## src/rtl/multi_reg_sequencer.sv

```systemverilog
// Breaks Thumb PUSH/POP/STMIA/LDMIA into single-register load/store micro-ops
// plus an optional base writeback micro-op, one per cycle, all outputs registered.
module multi_reg_sequencer #(
   parameter int unsigned ADDR_WIDTH   = 4,
   parameter int unsigned OFFSET_WIDTH = 8
) (
   input  logic                    clk_i,
   input  logic                    reset_i,
   input  logic                    start_i,
   input  logic [15:0]             instruction_i,
   output logic                    start_ready_o,
   output logic                    busy_o,
   output logic                    uop_valid_o,
   input  logic                    uop_ready_i,
   output logic                    uop_is_load_o,
   output logic                    uop_is_wb_o,
   output logic [ADDR_WIDTH-1:0]   uop_reg_o,
   output logic [ADDR_WIDTH-1:0]   uop_base_o,
   output logic [OFFSET_WIDTH-1:0] uop_offset_o,
   output logic                    uop_last_o
);

   localparam int unsigned LIST_WIDTH = 9;
   localparam int unsigned IDX_WIDTH  = 4;

   typedef enum logic [1:0] {
      IDLE = 2'd0,
      XFER = 2'd1,
      WB   = 2'd2
   } state_t;

   state_t                         state, state_next;
   logic [LIST_WIDTH-1:0]          list, list_next;
   logic                           is_load, is_load_next;
   logic                           wb_en, wb_en_next;
   logic [ADDR_WIDTH-1:0]          base, base_next;
   logic [ADDR_WIDTH-1:0]          hi_reg, hi_reg_next;
   logic signed [OFFSET_WIDTH-1:0] offset, offset_next;
   logic signed [OFFSET_WIDTH-1:0] wb_offset, wb_offset_next;

   logic                           is_push, is_pop, is_stm, is_ldm, legal;
   logic [LIST_WIDTH-1:0]          dec_list;
   logic [IDX_WIDTH-1:0]           dec_count;
   logic signed [OFFSET_WIDTH-1:0] dec_span;

   logic [LIST_WIDTH-1:0]          rest_next;
   logic [IDX_WIDTH-1:0]           low_next;
   logic                           load_d, wb_d, last_d;
   logic [ADDR_WIDTH-1:0]          reg_d, base_d;
   logic [OFFSET_WIDTH-1:0]        offset_d;

   function automatic logic [IDX_WIDTH-1:0] popcount(input logic [LIST_WIDTH-1:0] v);
      logic [IDX_WIDTH-1:0] c;
      c = '0;
      for (int i = 0; i < int'(LIST_WIDTH); i++) c = c + IDX_WIDTH'(v[i]);
      return c;
   endfunction

   function automatic logic [IDX_WIDTH-1:0] lowest(input logic [LIST_WIDTH-1:0] v);
      logic [IDX_WIDTH-1:0] idx;
      idx = '0;
      for (int i = int'(LIST_WIDTH) - 1; i >= 0; i--) if (v[i]) idx = IDX_WIDTH'(i);
      return idx;
   endfunction

   // Instruction decode; only consumed when idle and start_i is high
   always_comb begin
      is_push   = (instruction_i[15:9] == 7'b1011010);
      is_pop    = (instruction_i[15:9] == 7'b1011110);
      is_stm    = (instruction_i[15:11] == 5'b11000);
      is_ldm    = (instruction_i[15:11] == 5'b11001);
      legal     = is_push | is_pop | is_stm | is_ldm;
      dec_list  = (is_push | is_pop) ? instruction_i[8:0] : {1'b0, instruction_i[7:0]};
      dec_count = popcount(dec_list);
      dec_span  = OFFSET_WIDTH'({dec_count, 2'b00});
   end

   always_ff @(posedge clk_i) begin
      if (reset_i) begin
         state     <= IDLE;
         list      <= '0;
         is_load   <= 1'b0;
         wb_en     <= 1'b0;
         base      <= '0;
         hi_reg    <= '0;
         offset    <= '0;
         wb_offset <= '0;
      end else begin
         state     <= state_next;
         list      <= list_next;
         is_load   <= is_load_next;
         wb_en     <= wb_en_next;
         base      <= base_next;
         hi_reg    <= hi_reg_next;
         offset    <= offset_next;
         wb_offset <= wb_offset_next;
      end
   end

   // Next state plus next-cycle micro-op fields, so the outputs can be registered
   always_comb begin
      state_next     = state;
      list_next      = list;
      is_load_next   = is_load;
      wb_en_next     = wb_en;
      base_next      = base;
      hi_reg_next    = hi_reg;
      offset_next    = offset;
      wb_offset_next = wb_offset;
      rest_next      = '0;
      low_next       = '0;
      load_d         = 1'b0;
      wb_d           = 1'b0;
      last_d         = 1'b0;
      reg_d          = '0;
      base_d         = '0;
      offset_d       = '0;

      case (state)
         IDLE: begin
            if (start_i && legal && (dec_count != '0)) begin
               state_next     = XFER;
               list_next      = dec_list;
               is_load_next   = is_pop | is_ldm;
               base_next      = (is_push | is_pop) ? ADDR_WIDTH'(13)
                                                   : ADDR_WIDTH'(instruction_i[10:8]);
               hi_reg_next    = is_pop ? ADDR_WIDTH'(15) : ADDR_WIDTH'(14);
               offset_next    = is_push ? -dec_span : '0;
               wb_offset_next = is_push ? -dec_span : dec_span;
               wb_en_next     = !(is_ldm && dec_list[instruction_i[10:8]]);
            end
         end
         XFER: begin
            if (uop_ready_i) begin
               list_next   = list & (list - LIST_WIDTH'(1));
               offset_next = offset + OFFSET_WIDTH'(4);
               if (list_next == '0) state_next = wb_en ? WB : IDLE;
            end
         end
         WB: begin
            if (uop_ready_i) state_next = IDLE;
         end
         default: state_next = IDLE;
      endcase

      rest_next = list_next & (list_next - LIST_WIDTH'(1));
      low_next  = lowest(list_next);
      if (state_next == XFER) begin
         load_d   = is_load_next;
         reg_d    = (low_next == IDX_WIDTH'(8)) ? hi_reg_next : ADDR_WIDTH'(low_next);
         base_d   = base_next;
         offset_d = offset_next;
         last_d   = (rest_next == '0) && !wb_en_next;
      end else if (state_next == WB) begin
         wb_d     = 1'b1;
         reg_d    = base_next;
         base_d   = base_next;
         offset_d = wb_offset_next;
         last_d   = 1'b1;
      end
   end

   always_ff @(posedge clk_i) begin
      if (reset_i) begin
         start_ready_o <= 1'b1;
         busy_o        <= 1'b0;
         uop_valid_o   <= 1'b0;
         uop_is_load_o <= 1'b0;
         uop_is_wb_o   <= 1'b0;
         uop_reg_o     <= '0;
         uop_base_o    <= '0;
         uop_offset_o  <= '0;
         uop_last_o    <= 1'b0;
      end else begin
         start_ready_o <= (state_next == IDLE);
         busy_o        <= (state_next != IDLE);
         uop_valid_o   <= (state_next != IDLE);
         uop_is_load_o <= load_d;
         uop_is_wb_o   <= wb_d;
         uop_reg_o     <= reg_d;
         uop_base_o    <= base_d;
         uop_offset_o  <= offset_d;
         uop_last_o    <= last_d;
      end
   end

endmodule

```

## config.mk

```make
export PLATFORM = sky130hd
export DESIGN_NAME = multi_reg_sequencer
export DESIGN_NICKNAME = d
export VERILOG_FILES = /design/src/rtl/multi_reg_sequencer.sv
export SDC_FILE = /design/constraint.sdc
export NUM_CORES = 1
export LEC_CHECK = 0
export ABC_AREA = 1
export ABC_CLOCK_PERIOD_IN_PS = 15000
export BUFFER_PORTS_ARGS = -buffer_cell sky130_fd_sc_hd__buf_2
export CAP_MARGIN = 20
export CORE_MARGIN = 4
export CORE_UTILIZATION = 25
export CTS_CLUSTER_DIAMETER = 80
export DETAILED_ROUTE_END_ITERATION = 8
export GPL_TIMING_DRIVEN = 0
export HOLD_SLACK_MARGIN = 0.06
export SYNTH_ARGS = -nofsm -noshare
export SYNTH_HDL_FRONTEND = slang
export SYNTH_SLANG_ARGS = --single-unit
```

## constraint.sdc

```tcl
create_clock -name clk_i -period 15 [get_ports clk_i]
set_clock_uncertainty 0.05 [all_clocks]
set_input_delay 2.25 -clock clk_i [delete_from_list [all_inputs] [get_ports clk_i]]
set_output_delay 2.25 -clock clk_i [all_outputs]
set_load 0.02 [all_outputs]
```

==> impl_results.rst <==
.. list-table::
   :header-rows: 1

   * - Metric
     - Value
   * - Internal power component
     - 0.000304 W
   * - Setup TNS
     - 0 ns
   * - Starting utilization of the core area
     - 0.254
   * - Final Hold Fails
     - 0
   * - Largest reg by FF count
     - list
   * - Total power divided by cell area
     - 111 nW/um^2
   * - Area delta synth->final
     - 22.1%
   * - Synth Flop Type
     - sky130_fd_sc_hd__dfxtp_1
   * - DR WL/cell
     - 13.1 um
   * - Num CTS Buffers
     - 9
   * - Cell chosen for the clock root
     - sky130_fd_sc_hd__clkbuf_16
   * - Vias per inst
     - approximately 4.6
   * - Combinational share of power
     - 0.150
   * - Net count of the finished layout
     - 511
   * - Hold Slack
     - 0.393 ns
   * - Flip-flop count of the largest register after layout
     - 9
   * - Nature of the critical path endpoint
     - register
   * - Final Setup Violations
     - 0
   * - RSZ-0062 raised after global routing
     - false
   * - Cell with the biggest individual delay on the critical path
     - sky130_fd_sc_hd__fa_1
   * - Async SR Flop Fraction
     - 0
   * - Width of the die
     - 118 um
   * - I/O pin total
     - 42
   * - Post-Synthesis Cells
     - 430
   * - CTS sink count
     - 58
   * - Total Wirelength
     - 8.32 mm
   * - Layout Utilization
     - 0.311
   * - Later-pin clock latency in the skew report
     - 0.33 ns
   * - Clock period minus worst slack
     - 6.58 ns
   * - Post-detailed-route count of antenna-violating nets
     - 0
   * - Leakage Power
     - 1.74 nW
   * - Number of I/O port buffers
     - 41
   * - Status
     - finished, final reports clean
   * - Arrival time of the worst setup path
     - 6.77 ns
   * - Number of nets produced by synthesis
     - 459
   * - Maximum VDD drop
     - roughly 0.064 mV
   * - Detailed router's first-iteration violation count
     - 153
   * - Max Slew Vio Count
     - 0
   * - Top cell type's share of synthesized area
     - 0.381
   * - Buffers inserted by post-CTS timing repair
     - 0
   * - Layout cells sized above 1
     - 0.206
   * - Synthesis-stage register bit count
     - 58
   * - Fill count
     - 1261
   * - Clock share of power
     - 0.470
   * - Worst-path maximum fanout
     - 10
   * - Core footprint
     - 12000 um^2
   * - CTS Buffer Depth
     - 2
   * - Post-synth top area cell
     - sky130_fd_sc_hd__dfxtp_1
   * - Yosys warning total
     - 0
   * - Number of distinct standard cells referenced by the synthesized netlist
     - 36
   * - Max capacitance violation total
     - 0
   * - Via count of the first global-routing pass
     - between 2000 and 3000
   * - Global routing usage summed across all routing layers
     - 0.122
   * - GRT Residual Overflow
     - 0
   * - Number of placed cells counting well taps
     - 618
   * - Net switching power figure
     - about 0.00011 W
   * - Floorplan row count
     - 40
   * - Worst path required time
     - 15.18 ns
   * - Clock edge transition at the registers on the reported setup and hold paths
     - ~0.05 ns
   * - Slowest cell delay on critical path
     - 0.50 ns
   * - Area of the die
     - 14000 um^2
   * - Clock tree from TritonCTS
     - yes
   * - Fmax
     - 152 MHz
   * - Launch point of the worst reg-to-reg path
     - list[2]
   * - Net Sw Frac
     - 0.266
   * - Power share of the sequential group
     - 0.380
   * - Sequential area share after synthesis
     - 0.381
   * - DIE HEIGHT
     - 118 um
   * - Global-route wire length before repair
     - approximately 14 mm
   * - Number of antenna violations at the first check in global routing
     - 0
   * - First drt pass iteration count
     - 5
   * - CTS resizes
     - 0
   * - Total number of H-tree levels
     - 3
   * - Antenna cell count
     - 0
   * - Max_slew headroom
     - 0.563
   * - Vias after detailed routing
     - 2931
   * - Final instance area
     - around 3700 um^2
   * - EDFF count, synth
     - 0
   * - Start point of the worst min-delay path
     - wb_offset[1]
   * - Worst-Margin Slew
     - roughly 0.66 ns
   * - Launch point of the worst path
     - instruction_i[9]
   * - Cell chain of the critical path
     - buf_2 -> inv_2 -> nand2_2 -> inv_1 -> nand3_2 -> a21oi_1 -> fa_1 -> inv_1 -> fa_1 -> inv_1 -> fa_1 -> fa_1 -> inv_1 -> ha_1 -> nand3_1 -> nor2_1 -> nor2_2 -> nand3_4 -> buf_8 -> buf_6 -> nand2_1 -> nand2_1 -> o21ai_0
   * - Detailed Place HPWL
     - 6.56 mm
   * - Hold_buf cts
     - 0
   * - Last weighted congestion value of the routability-driven placer
     - about 0.93
   * - Worst Setup Start Kind
     - input port
   * - Final cell count without fillers
     - about 630
   * - Post-synthesis instance area
     - 3040 um^2
   * - Main area contributors after synthesis
     - sky130_fd_sc_hd__dfxtp_1 (38%), sky130_fd_sc_hd__nand2_1 (11%), sky130_fd_sc_hd__nor2_1 (8.5%)
   * - Post-synthesis area per instance
     - between 7 and 8 um^2
   * - Critical setup path kind
     - input port to register
   * - Type of the most critical hold path
     - register to register
   * - Final worst path period share
     - 0.439
   * - Post-route DRC
     - 0
   * - Total placed instance area
     - 3430 um^2
   * - Largest net degree at the start of global routing
     - 11
[worst max-delay path: cells and delay by family]
| family | cells | cell delay, ns |
|---|---|---|
| compound gates | 2 | 0.44 |
| simple gates | 8 | 1.21 |
| buf+inv | 8 | 0.73 |
| fa+ha+maj | 5 | 2.12 |
[through the flow]
stage                     total power (W)  setup WS, ns
after floorplan                  0.000205          8.68
after global placement           0.000221          8.11
after detailed placement         0.000223          8.06
after CTS                        0.000418          8.42
after global routing             0.000435          8.14
final                            0.000414          8.42
[synthesized netlist by cell type (5+ instances only)]
cell type,number
sky130_fd_sc_hd__nor3_1,13
sky130_fd_sc_hd__dfxtp_1,58
sky130_fd_sc_hd__inv_1,58
sky130_fd_sc_hd__o22ai_1,5
sky130_fd_sc_hd__nor2_2,5
sky130_fd_sc_hd__nor2_1,69
sky130_fd_sc_hd__o21ai_0,23
sky130_fd_sc_hd__nand2_2,11
sky130_fd_sc_hd__nand2_1,91
sky130_fd_sc_hd__fa_1,5
sky130_fd_sc_hd__a21oi_1,15
sky130_fd_sc_hd__inv_2,7
sky130_fd_sc_hd__nand3_1,20
[power by group through the flow]
stage	sequential [W]	combinational [W]	clock (W)
floorplan	0.000161	0.0000441	0
detailed placement	0.000161	0.0000619	0
global route	0.000158	0.0000709	0.000206
finish	0.000158	0.0000620	0.000195
CTS	0.000158	0.0000619	0.000198
global placement	0.000161	0.0000603	0
[cells in the final DEF (no fill, tap or decap), types with 7 or more instances in the layout]
cell,instances
sky130_fd_sc_hd__a21oi_1,15
sky130_fd_sc_hd__buf_2,43
sky130_fd_sc_hd__clkbuf_16,9
sky130_fd_sc_hd__dfxtp_1,58
sky130_fd_sc_hd__inv_1,58
sky130_fd_sc_hd__inv_2,7
sky130_fd_sc_hd__nand2_1,91
sky130_fd_sc_hd__nand2_2,11
sky130_fd_sc_hd__nand3_1,20
sky130_fd_sc_hd__nor2_1,69
sky130_fd_sc_hd__nor3_1,13
sky130_fd_sc_hd__o21ai_0,23
[final timing paths]
check,slack (ns),to,cells after the start
min,0.39,wb_offset[1],2
min reg2reg,0.39,wb_offset[1],2
max,8.42,uop_offset_o[6],23
max reg2reg,12.51,uop_base_o[2],11
[layer usage]
layer	share of wire	track usage	vias up
met5	0	0	-
met4	0.029	0.0535	0
met3	0.071	0.0349	20
met2	0.45	0.190	126
met1	0.45	0.156	1312
li1	-	-	1473
[cells by family after synthesis]
group	share of synthesized area
fa+ha+maj	0.0493
buf+inv	0.104
simple gates	0.351
compound gates	0.113
flops	0.381
[area by class of cell]
class | instances | area [um^2] | share of cell area
multi-input combinational | 296 | 1570 | 0.421
sequential | 58 | 1160 | 0.312
inverter | 66 | 248 | 0.0666
clock buffer | 9 | 225 | 0.0606
timing repair buffer | 41 | 205 | 0.0552
tap | 147 | 184 | 0.0495
buffer | 10 | 70.1 | 0.0188
clock inverter | 6 | 58.8 | 0.0158
No activity file was read; power rests on OpenSTA's default activity.
